**config.mk**
```make
export PLATFORM = sky130hd
export DESIGN_NAME = dmem_bridge
export DESIGN_NICKNAME = d
export VERILOG_FILES = /design/src/rtl/mem_pkg.sv /design/src/rtl/load_ext.sv /design/src/rtl/dmem_bridge.sv
export SDC_FILE = /design/constraint.sdc
export NUM_CORES = 1
export LEC_CHECK = 0
export BUFFER_PORTS_ARGS = -buffer_cell sky130_fd_sc_hd__buf_2
export CORE_MARGIN = 2
export CORE_UTILIZATION = 49
export DETAILED_ROUTE_END_ITERATION = 16
export GPL_ROUTABILITY_DRIVEN = 0
export GPL_TIMING_DRIVEN = 0
export PLACE_DENSITY = 0.87
export SLEW_MARGIN = 20
export SYNTH_ARGS = -nofsm -noshare
export SYNTH_HDL_FRONTEND = slang
export SYNTH_HIERARCHICAL = 1
export SYNTH_SLANG_ARGS = --single-unit
```
**constraint.sdc**
```tcl
create_clock -name clk -period 1.9 [get_ports clk]
set_input_delay 0.38 -clock clk [delete_from_list [all_inputs] [get_ports clk]]
set_output_delay 0.38 -clock clk [all_outputs]
set_load 0.01 [all_outputs]
```
**src/rtl/mem_pkg.sv**
```systemverilog
// Shared definitions for the data-memory bridge: size codes, FSM state type,
// and the byte-enable / alignment / store-lane helpers.
package mem_pkg;

  localparam logic [1:0] SZ_BYTE = 2'b00;
  localparam logic [1:0] SZ_HALF = 2'b01;
  localparam logic [1:0] SZ_WORD = 2'b10;

  typedef enum logic [1:0] {
    ST_IDLE = 2'd0,
    ST_BUSY = 2'd1,
    ST_DONE = 2'd2
  } state_t;

  // Size code 2'b11 falls into the default arm everywhere, i.e. behaves as a word.
  function automatic logic [3:0] byte_en(input logic [1:0] size, input logic [1:0] lo);
    case (size)
      SZ_BYTE: byte_en = 4'b0001 << lo;
      SZ_HALF: byte_en = lo[1] ? 4'b1100 : 4'b0011;
      default: byte_en = 4'b1111;
    endcase
  endfunction

  function automatic logic misaligned(input logic [1:0] size, input logic [1:0] lo);
    case (size)
      SZ_BYTE: misaligned = 1'b0;
      SZ_HALF: misaligned = lo[0];
      default: misaligned = (lo != 2'b00);
    endcase
  endfunction

  function automatic logic [31:0] lane_rep(input logic [1:0] size, input logic [31:0] wdata);
    case (size)
      SZ_BYTE: lane_rep = {4{wdata[7:0]}};
      SZ_HALF: lane_rep = {2{wdata[15:0]}};
      default: lane_rep = wdata;
    endcase
  endfunction

endpackage

```
**src/rtl/load_ext.sv**
```systemverilog
// Load-data lane select plus sign/zero extension of the raw bus read word.
module load_ext
  import mem_pkg::*;
(
  input  logic [31:0] rdata_i,
  input  logic [1:0]  lo_i,
  input  logic [1:0]  size_i,
  input  logic        sext_i,
  output logic [31:0] data_o
);

  logic [7:0]  byte_sel;
  logic [15:0] half_sel;

  always_comb begin
    byte_sel = rdata_i[{lo_i, 3'b000} +: 8];
    half_sel = lo_i[1] ? rdata_i[31:16] : rdata_i[15:0];
    case (size_i)
      SZ_BYTE: data_o = {{24{sext_i & byte_sel[7]}}, byte_sel};
      SZ_HALF: data_o = {{16{sext_i & half_sel[15]}}, half_sel};
      default: data_o = rdata_i;
    endcase
  end

endmodule

```
**src/rtl/dmem_bridge.sv**
```systemverilog
// M-stage to request/ack SRAM bus bridge: one transaction per load/store,
// pipeline stall while outstanding, misaligned accesses flagged, not issued.
module dmem_bridge
  import mem_pkg::*;
#(
  parameter int ADDR_W = 32,
  parameter int DATA_W = 32
) (
  input  logic              clk,
  input  logic              rst,
  input  logic              mem_en_i,
  input  logic              mem_wen_i,
  input  logic [1:0]        mem_size_i,
  input  logic              mem_sext_i,
  input  logic [ADDR_W-1:0] addr_i,
  input  logic [DATA_W-1:0] wdata_i,
  output logic [DATA_W-1:0] rdata_o,
  output logic              stall_o,
  output logic              adel_o,
  output logic              ades_o,
  output logic              bus_req_o,
  output logic              bus_wr_o,
  output logic [3:0]        bus_be_o,
  output logic [ADDR_W-1:0] bus_addr_o,
  output logic [DATA_W-1:0] bus_wdata_o,
  input  logic              bus_ack_i,
  input  logic [DATA_W-1:0] bus_rdata_i,
  output logic [1:0]        dbg_state_o
);

  // Handshake: bus_req_o rises on the edge leaving IDLE and stays high with
  // addr/be/wr/wdata frozen until the first cycle bus_ack_i is high; that same
  // cycle carries the read word, and req drops on the following edge.

  state_t            state_q;
  logic              req_q, wr_q, sext_q;
  logic [3:0]        be_q;
  logic [1:0]        size_q, lo_q;
  logic [ADDR_W-1:0] addr_q;
  logic [DATA_W-1:0] wdata_q, rdata_q;

  logic              mis_d, start_d;
  logic [DATA_W-1:0] ext_d;

  assign mis_d   = misaligned(mem_size_i, addr_i[1:0]);
  assign start_d = (state_q == ST_IDLE) && mem_en_i && !mis_d;

  load_ext u_load_ext (
    .rdata_i (bus_rdata_i),
    .lo_i    (lo_q),
    .size_i  (size_q),
    .sext_i  (sext_q),
    .data_o  (ext_d)
  );

  always_ff @(posedge clk) begin
    if (!rst) begin
      state_q <= ST_IDLE;
      req_q   <= 1'b0;
      wr_q    <= 1'b0;
      sext_q  <= 1'b0;
      be_q    <= 4'b0000;
      size_q  <= SZ_BYTE;
      lo_q    <= 2'b00;
      addr_q  <= '0;
      wdata_q <= '0;
      rdata_q <= '0;
    end else begin
      case (state_q)
        ST_IDLE: begin
          if (start_d) begin
            wr_q    <= mem_wen_i;
            sext_q  <= mem_sext_i;
            be_q    <= byte_en(mem_size_i, addr_i[1:0]);
            size_q  <= mem_size_i;
            lo_q    <= addr_i[1:0];
            addr_q  <= {addr_i[ADDR_W-1:2], 2'b00};
            wdata_q <= lane_rep(mem_size_i, wdata_i);
            req_q   <= 1'b1;
            state_q <= ST_BUSY;
          end
        end
        ST_BUSY: begin
          if (bus_ack_i) begin
            req_q   <= 1'b0;
            if (!wr_q) rdata_q <= ext_d;
            state_q <= ST_DONE;
          end
        end
        // DONE always returns to IDLE so the held M-stage instruction is not re-issued.
        ST_DONE: state_q <= ST_IDLE;
        default: state_q <= ST_IDLE;
      endcase
    end
  end

  assign stall_o     = rst && (start_d || (state_q == ST_BUSY));
  assign adel_o      = rst && (state_q == ST_IDLE) && mem_en_i && mis_d && !mem_wen_i;
  assign ades_o      = rst && (state_q == ST_IDLE) && mem_en_i && mis_d && mem_wen_i;
  assign bus_req_o   = req_q;
  assign bus_wr_o    = wr_q;
  assign bus_be_o    = be_q;
  assign bus_addr_o  = addr_q;
  assign bus_wdata_o = wdata_q;
  assign rdata_o     = rdata_q;
  assign dbg_state_o = state_q;

endmodule
```
==> results.cfg, run 1 <==
[status]
run_status = finished with violations
violations = negative setup slack

[global_route]
wire_length_of_the_first_global_routing_pass_um = 24700
grt_overflow_total = 0
grt_use_total = 0.272
grt_antenna_before_repair = 0
maximum_number_of_pins_on_one_net_before_global_route_repair = 21
first_global_vias = 5216

[critical_path]
crit_path_end_kind = output port
critical_path_class = register to output port
timing.critical_path.from_type = register
worst_path_arrival_time_ns = 1.54
cp.required_ns = 1.52
worst-path-max-fanout = 5

[clocking]
clkSlewWorstSetupHoldPaths_ns = 0.13
clock_tree_sinks = 107
cts_inserted_buffers = 9
tritoncts_clock_tree = done
cts_hold_buf = 0
cts_htree_levels = 3
cts.path.max_buffers = 2
cts_root_buf = clkbuf_8
insertion_delay_ns = 0.39

[sta]
period_share = 1.01
fin_skew_ns = 0.0176
maxSlewViolCount = 0
rsz0062_at_grt = yes
clock.fmax_mhz = 520
worst_slew_margin_rel = 0.623
hold_slack_ns = 0.217
worst_setup_margin_ns = -0.0216
timing.final.hold_violations = 0
final-setup-viol-count = 1
worstMarginPinSlew_ns = 0.566
min_period_ns = 1.92
finalSetupTns_ns = -0.0216

[logic_synthesis]
synth_flop_cell = dfxtp_1
synth_top_family_by_area = simple AND/OR/NAND/NOR gates
fraction_of_the_mapped_netlist_area_in_compound_gates = 0.176
synth_area_um2 = 5180
synth_simple_gate_area_frac = 0.215
yosys_warnings = 6
edff_count_synth = 0
syn_area_per_cell_um2 = 8.15
yosys.area_share.adder = 0
synth-seq-cells = 107
synthesis.instances = 636
synth.area.mux_share = 0.133
seq_area_frac_synth = 0.413
synth_xor_xnor_area_share = 0
yosysUniqueCellTypes = 44
ys_async_sr_fraction = 0

[pwr]
net_switching_share_of_the_total_power = 0.310
irDropWorstVdd_mv = 0.414
pwr-share-comb = 0.207
clock_power_share = 0.289
cell_internal_pwr_mw = 3.31
static-leakage-power_nw = 3.20
pwr_density_cell_nw_per_um2 = 713
share_seq_of_total_power = 0.504
total_switching_power_mw = 1.49

[placed_design]
place.port_buffers = 206
placement.setup.worst_slack_ns = -0.160
dp.final_hpwl_um = 12000

[hold_path]
hold_class = input port to register

[die]
row_count = 37
chipWidth_um = 107
core_um2 = 10300
floorplan.die.height_um = 107
design.die.area_um2 = 11400
initial_core_util = 0.505
top_level_ports = 211

[detailed_routing]
finalWirelength_um = 15800
drt_drc_violations_left = 0
wl_per_cell_um = 15.7
violation_count_after_the_first_detailed_route_iteration = 304
total_via_count_in_the_routed_design = 5437
dr.pass1.iters = 6
postRouteAntennaNets = 0
routed_via_density = 5.43

[cells_and_area]
area_growth_syn_to_layout_pct = 29.7
layout_common_cells = 219 x nand2_1, 214 x buf_2, 105 x dfxtp_1
final_nets = 965
commonest_non_fill_non_tap_cell_in_the_layout = nand2_1
final_util = 0.654
drive_gt1_frac = 0.330
ant_diodes = 0

[run]
max_cap_violations = 0
## power by group through the flow
| stage | clock network, mW | logic (mW) | registers [mW] |
|---|---|---|---|
| after global routing | 1.48 | 1.08 | 2.43 |
| after detailed placement | 0 | 0.936 | 2.47 |
| final | 1.39 | 0.993 | 2.42 |
| after floorplan | 0 | 0.512 | 2.51 |
| after CTS | 1.41 | 0.966 | 2.42 |
| after global placement | 0 | 0.922 | 2.46 |
## worst paths after layout
path	from	endpoint	slack (ns)	depth (start not counted)
setup / recovery	dbg_state_o[1]$_SDFFE_PN0P_	adel_o	-0.02	4
hold / removal	addr_i[27]	bus_addr_o[27]$_SDFFE_PN0P_	0.22	3
setup reg to reg	dbg_state_o[1]$_SDFFE_PN0P_	bus_addr_o[28]$_SDFFE_PN0P_	0.02	8
hold reg to reg	rdata_o[22]$_SDFFE_PN0P_	rdata_o[22]$_SDFFE_PN0P_	0.46	2
## registers in the layout, summed over array words and instances (netlist names)
register     count
bus_wr_o         1
bus_addr_o      30
lo_q             2
bus_be_o         4
dbg_state_o      2
size_q           2
bus_req_o        1
bus_wdata_o     32
sext_q           1
rdata_o         32
## cells by family after synthesis
family / after synthesis
compound gates: 134
buf+inv: 64
simple gates: 262
other cells: 1
mux: 68
flops: 107
## worst max-delay path, stage by stage, from the launching register on
cell and delay [ns]:
dfxtp_4 0.38, nor3b_4 0.29, buf_6 0.16, and3b_1 0.20, buf_2 0.14
## final cells by class
| class | count | area [um2] |
|---|---|---|
| fillers | 916 | 3550 |
| multi-input cells | 466 | 2750 |
| flip-flops and latches | 107 | 2150 |
| repair buffers | 215 | 1110 |
| plain buffers | 55 | 327 |
| well taps | 136 | 170 |
| clock buffers | 9 | 124 |
| clock inverters | 7 | 70.1 |
| inverters | 7 | 26.3 |
## Yosys cell counts, drive strengths merged, types with 2 or more instances
master | count | area (um2)
nor3 | 3 | 26.3
a221o | 8 | 90.1
o211a | 4 | 40.0
o22a | 3 | 26.3
and3 | 2 | 12.5
mux2 | 9 | 101
nand2 | 220 | 828
and3b | 2 | 17.5
inv | 7 | 26.3
a2bb2oi | 3 | 26.3
nand2b | 17 | 106
a211oi | 8 | 60.1
a22oi | 5 | 42.5
a311oi | 9 | 78.8
o211ai | 9 | 67.6
nor2 | 6 | 22.5
nor2b | 6 | 42.5
dfxtp | 107 | 2140
clkbuf | 33 | 124
mux2i | 59 | 591
a21o | 3 | 22.5
and2b | 2 | 15.0
o21ai | 16 | 80.1
o2111ai | 3 | 26.3
a21oi | 40 | 200
a31oi | 19 | 119
buf | 24 | 168
## routing by layer
metal,vias up,part of all wire,global-route usage
met5,-,0,0
met4,0,0.025,0.122
met3,32,0.087,0.0596
met2,286,0.49,0.470
met1,2497,0.40,0.323
li1,2622,-,-
## per-stage QoR
stage	instance area (um2)	cells	total power [mW]
floorplan	5190	637	3.03
global placement	6390	979	3.39
detailed placement	6390	979	3.40
CTS	6660	1001	4.79
global route	6730	1002	4.99
finish	6730	1002	4.79
## repair_timing
item                                    in CTS  in global routing
endpoints found under the setup margin       3                 50
pin swaps                                    2                  2
gates resized for setup                     11                 15
setup buffers                                7                  2
No activity file was read; power rests on OpenSTA's default activity.
==> inputs of run 2 (changes only) <==
--- a/config.mk
+++ b/config.mk
@@ -12,6 +12,7 @@
 export GPL_ROUTABILITY_DRIVEN = 0
 export GPL_TIMING_DRIVEN = 0
 export PLACE_DENSITY = 0.87
+export SKIP_CTS_REPAIR_TIMING = 1
 export SLEW_MARGIN = 20
 export SYNTH_ARGS = -nofsm -noshare
 export SYNTH_HDL_FRONTEND = slang
==> constraint.sdc (replaced) <==
create_clock -name clk -period 2 [get_ports clk]
set_input_delay 0.4 -clock clk [delete_from_list [all_inputs] [get_ports clk]]
set_output_delay 0.4 -clock clk [all_outputs]
set_load 0.01 [all_outputs]
==> run 2 against run 1 <==
Compared with the run above:
- the flow still finishes with violations (negative setup slack)
- combinational power decreased by 7.2%
- worst setup slack got worse by 0.036 ns
- sequential share of layout area increased by 0.24 points
- largest power group unchanged
- clock power decreased by 6%
- core utilization decreased by 0.60 points
- non-clock buffer count decreased by 1
- total power decreased by 5.6%
- first-iteration DRC count decreased by 0.99%
- flip-flop and latch count unchanged
- via count decreased by 0.48%
- die area unchanged
- worst hold slack improved by 0.022 ns
==> results.cfg, run 2 (synthesis gave the netlist of run 1 again) <==
[clocking]
cts_htree_levels = 3
cts_inserted_buffers = 9
cts_root_buf = clkbuf_8
tritoncts_clock_tree = done
clkSlewWorstSetupHoldPaths_ns = 0.12
clock_tree_sinks = 107
insertion_delay_ns = 0.39
cts.path.max_buffers = 2

[cells_and_area]
area_growth_syn_to_layout_pct = 28.5
ant_diodes = 0
commonest_non_fill_non_tap_cell_in_the_layout = nand2_1
drive_gt1_frac = 0.326
layout_common_cells = 219 x nand2_1, 215 x buf_2, 106 x dfxtp_1
final_nets = 964

[detailed_routing]
postRouteAntennaNets = 0
total_via_count_in_the_routed_design = 5411
drt_drc_violations_left = 0
routed_via_density = 5.41
dr.pass1.iters = 5
finalWirelength_um = 15600
wl_per_cell_um = 15.6
violation_count_after_the_first_detailed_route_iteration = 301

[die]
design.die.area_um2 = 11400
initial_core_util = 0.505
row_count = 37
top_level_ports = 211
chipWidth_um = 107
core_um2 = 10300
floorplan.die.height_um = 107

[critical_path]
worst_path_arrival_time_ns = 1.66
worst-path-max-fanout = 11
critical-path-top-delay-family = simple AND/OR/NAND/NOR gates
crit_path_end_kind = output port
cp.required_ns = 1.60
crit_buf_inv = 2
critical_path_class = register to output port
worst_path_largest_cell_delay_ns = 0.38
timing.critical_path.from_type = register
worstPathCellList = nor3b_4, buf_4, and3b_1, buf_2
timing.critical_path.slowest_stage_cell = dfxtp_4

[global_route]
grt_antenna_before_repair = 0
grt_overflow_total = 0
wire_length_of_the_first_global_routing_pass_um = 24500
maximum_number_of_pins_on_one_net_before_global_route_repair = 21
grt_use_total = 0.270
grtUsageMet1 = 0.323
globalRouteMet3Util = 0.0596
grt_util_met2 = 0.466
grt_most_used_layer = met2
first_global_vias = 5149

[pwr]
total_power_mw = 4.53
static-leakage-power_nw = 3.18
pwr_density_cell_nw_per_um2 = 679
irDropWorstVdd_mv = 0.384

[sta]
maxSlewViolCount = 0
fin_skew_ns = 0.0138
worstMarginPinSlew_ns = 0.579
final-setup-viol-count = 3
worst_slew_margin_rel = 0.614
clock.fmax_mhz = 486
timing.final.hold_violations = 0
hold_slack_ns = 0.238
worst_setup_margin_ns = -0.0575
rsz0062_at_grt = yes
period_share = 1.03
min_period_ns = 2.06

[status]
run_status = finished with violations
violations = negative setup slack

[placed_design]
dp.final_hpwl_um = 12000
place.port_buffers = 206

[hold_path]
hold_class = input port to register

[run]
max_cap_violations = 0
[run 2: final timing paths]
path	cells after the start	start	slack (ns)	end
setup / recovery	4	dbg_state_o[0]$_SDFFE_PN0P_	-0.06	adel_o
hold / removal	3	addr_i[27]	0.24	bus_addr_o[27]$_SDFFE_PN0P_
hold reg to reg	2	rdata_o[22]$_SDFFE_PN0P_	0.46	rdata_o[22]$_SDFFE_PN0P_
setup reg to reg	6	dbg_state_o[0]$_SDFFE_PN0P_	0.25	bus_addr_o[28]$_SDFFE_PN0P_
[run 2: final cells by class]
class | instances | area, um2
fill | 928 | 3610
tap | 136 | 170
sequential | 107 | 2150
clock buffer | 9 | 124
inverter | 7 | 26.3
multi-input combinational | 466 | 2740
timing repair buffer | 213 | 1080
clock inverter | 7 | 70.1
buffer | 56 | 303
[run 2: worst register-to-register path: cells and delay by family (launching register included)]
kind | cells | cell delay [ns]
buffers and inverters | 3 | 0.61
AND/OR/NAND/NOR | 2 | 0.46
flip-flops | 1 | 0.38
multiplexers | 1 | 0.24
[run 2: stage by stage]
| stage | utilization | instance area [um2] | cells | setup TNS, ns | setup slack [ns] |
|---|---|---|---|---|---|
| after floorplan | - | 5190 | 637 | 0 | 0.314 |
| after global placement | 0.622 | 6390 | 979 | -0.159 | -0.0711 |
| after detailed placement | 0.622 | 6390 | 979 | -0.265 | -0.0997 |
| after CTS | 0.641 | 6580 | 995 | -0.984 | -0.431 |
| after global routing | 0.648 | 6660 | 1001 | -0.279 | -0.111 |
| final | 0.648 | 6660 | 1001 | -0.0975 | -0.0575 |
[run 2: metal layers]
layer,routed length [um],vias up
li1,-,2627
met1,6200,2475
met2,7530,274
met3,1430,35
met4,459,0
met5,0,-
[run 2: power by group]
| group | total [mW] | internal [mW] | switching, mW |
|---|---|---|---|
| Combinational | 0.922 | 0.406 | 0.517 |
| Clock | 1.31 | 0.486 | 0.823 |
| Sequential | 2.30 | 2.24 | 0.0598 |
==> inputs of run 3 (changes only) <==
--- a/config.mk
+++ b/config.mk
@@ -7,11 +7,11 @@
 export LEC_CHECK = 0
 export BUFFER_PORTS_ARGS = -buffer_cell sky130_fd_sc_hd__buf_2
 export CORE_MARGIN = 2
-export CORE_UTILIZATION = 49
+export CORE_UTILIZATION = 33
 export DETAILED_ROUTE_END_ITERATION = 16
 export GPL_ROUTABILITY_DRIVEN = 0
 export GPL_TIMING_DRIVEN = 0
-export PLACE_DENSITY = 0.87
+export PLACE_DENSITY = 0.64
 export SKIP_CTS_REPAIR_TIMING = 1
 export SLEW_MARGIN = 20
 export SYNTH_ARGS = -nofsm -noshare
==> run 3 against run 2 <==
Compared with the run above:
- the flow now finishes without violations
- clock skew decreased by 0.0011 ns
- critical path depth up 1
- flip-flop and latch count is the same
- largest cell class unchanged
==> results.cfg, run 3 (synthesis gave the netlist of run 1 again) <==
[clocking]
insertion_delay_ns = 0.37
clkSlewWorstSetupHoldPaths_ns = 0.09
cts_root_buf = clkbuf_16
clock_tree_sinks = 107
cts.path.max_buffers = 2
cts_inserted_buffers = 9
cts_htree_levels = 3
tritoncts_clock_tree = done

[cells_and_area]
multiInputGateArea_um2 = 2750
area_growth_syn_to_layout_pct = 32.6
commonest_non_fill_non_tap_cell_in_the_layout = nand2_1
layout_common_cells = 219 x nand2_1, 216 x buf_2, 105 x dfxtp_1
drive_gt1_frac = 0.328
ant_diodes = 0
final_nets = 965
final-seq-area_um2 = 2150
final.fill_count = 1616
layout.cell_area.non_filler_um2 = 6880
layout.cells.non_filler = 1077

[sta]
min_period_ns = 1.96
finalSetupTns_ns = 0
worst_slew_margin_rel = 0.594
period_share = 0.979
rsz0062_at_grt = yes
final-setup-viol-count = 0
maxSlewViolCount = 0
hold_slack_ns = 0.267
timing.final.hold_violations = 0
worstMarginPinSlew_ns = 0.610
worst_setup_margin_ns = 0.0412
clock.fmax_mhz = 511
fin_skew_ns = 0.0128

[die]
core_um2 = 15300
floorplan.die.height_um = 129
design.die.area_um2 = 16700
chipWidth_um = 129
row_count = 45
initial_core_util = 0.340
top_level_ports = 211

[global_route]
globalRouteMet3Util = 0.0603
grt_most_used_layer = met2
maximum_number_of_pins_on_one_net_before_global_route_repair = 21
grtUsageMet1 = 0.255
first_global_vias = 4811
wire_length_of_the_first_global_routing_pass_um = 25500
grt_util_met2 = 0.311
grt_overflow_total = 0
grt_use_total = 0.198
grt_antenna_before_repair = 0

[status]
run_status = completed

[detailed_routing]
routed_via_density = 4.89
drt_drc_violations_left = 0
violation_count_after_the_first_detailed_route_iteration = 407
total_via_count_in_the_routed_design = 5263
wl_per_cell_um = 15.8
finalWirelength_um = 17000
postRouteAntennaNets = 0
dr.pass1.iters = 5

[critical_path]
worstPathCellList = nor3b_4, buf_6, clkbuf_4, and3b_1, buf_2
worstReg2RegStart = lo_q[1]$_SDFFE_PN0P_
worst_path_arrival_time_ns = 1.56
critical_path_class = register to output port
reg2reg_slack_ns = 0.32
critical_path_depth = 5
timing.critical_path.slowest_stage_cell = dfxtp_4
cp.required_ns = 1.60
timing.rr.end = rdata_o[26]$_SDFFE_PN0P_
critical-path-top-delay-family = buffers and inverters
worst_path_largest_cell_delay_ns = 0.36
worst_reg2reg_path_depth = 8
timing.critical_path.from_type = register
crit_end = adel_o
crit_buf_inv = 3
crit_path_end_kind = output port
worst-path-max-fanout = 10
cp-startpoint = dbg_state_o[0]$_SDFFE_PN0P_

[run]
max_cap_violations = 0

[placed_design]
placement.setup.worst_slack_ns = -0.0974
placed_cells = 1054
placed_area_um2 = 6480
dp.final_hpwl_um = 12900
place.port_buffers = 206

[pwr]
irDropWorstVdd_mv = 0.449
static-leakage-power_nw = 3.24
pwr_density_cell_nw_per_um2 = 731

[hold_path]
hold_class = input port to register
run 3: changes by cell type in the layout (fill, tap and decap cells not counted), sizes merged:
cell      change
buf           +1
clkinvlp      -1
inv           +1
run 3: cell type report:
cell class	instances	area share
inverter	7	0.00382
tap	211	0.0384
buffer	57	0.0451
clock buffer	9	0.0328
sequential	107	0.312
clock inverter	7	0.00983
timing repair buffer	213	0.158
multi-input combinational	466	0.400
run 3: metal layers:
| metal | up-vias | part of all wire |
|---|---|---|
| met1 | 2373 | 0.44 |
| met3 | 32 | 0.090 |
| met4 | 0 | 0.020 |
| met2 | 220 | 0.45 |
| li1 | 2638 | - |
| met5 | - | 0 |
run 3: through the flow:
step	util	power, mW
CTS	0.444	5.04
detailed placement	0.425	3.25
global route	0.451	5.24
global placement	0.425	3.25
floorplan	-	2.87
finish	0.451	5.03
run 3: power breakdown:
part	switching, mW	internal (mW)	leakage, nW
clock	0.911	0.880	0.145
sequential	0.0650	2.24	0.873
combinational	0.524	0.410	2.22
run 3: how the worst min path moves through the flow:
stage	start	slack (ns)	depth (start not counted)	end
2_1_floorplan	sext_q$_SDFFE_PN0P_	0.44	2	sext_q$_SDFFE_PN0P_
3_3_place_gp	bus_addr_o[8]$_SDFFE_PN0P_	0.44	2	bus_addr_o[8]$_SDFFE_PN0P_
3_5_place_dp	rdata_o[17]$_SDFFE_PN0P_	0.44	2	rdata_o[17]$_SDFFE_PN0P_
4_1_cts	addr_i[22]	0.26	3	bus_addr_o[22]$_SDFFE_PN0P_
5_1_grt	addr_i[14]	0.27	3	bus_addr_o[14]$_SDFFE_PN0P_
6_report	addr_i[23]	0.27	3	bus_addr_o[23]$_SDFFE_PN0P_
run 3: worst min-delay path, delay by kind of cell:
family	cells	cell delay [ns]
muxes	1	0.05
buffers and inverters	1	0.09
and+or+nand+nor	1	0.04
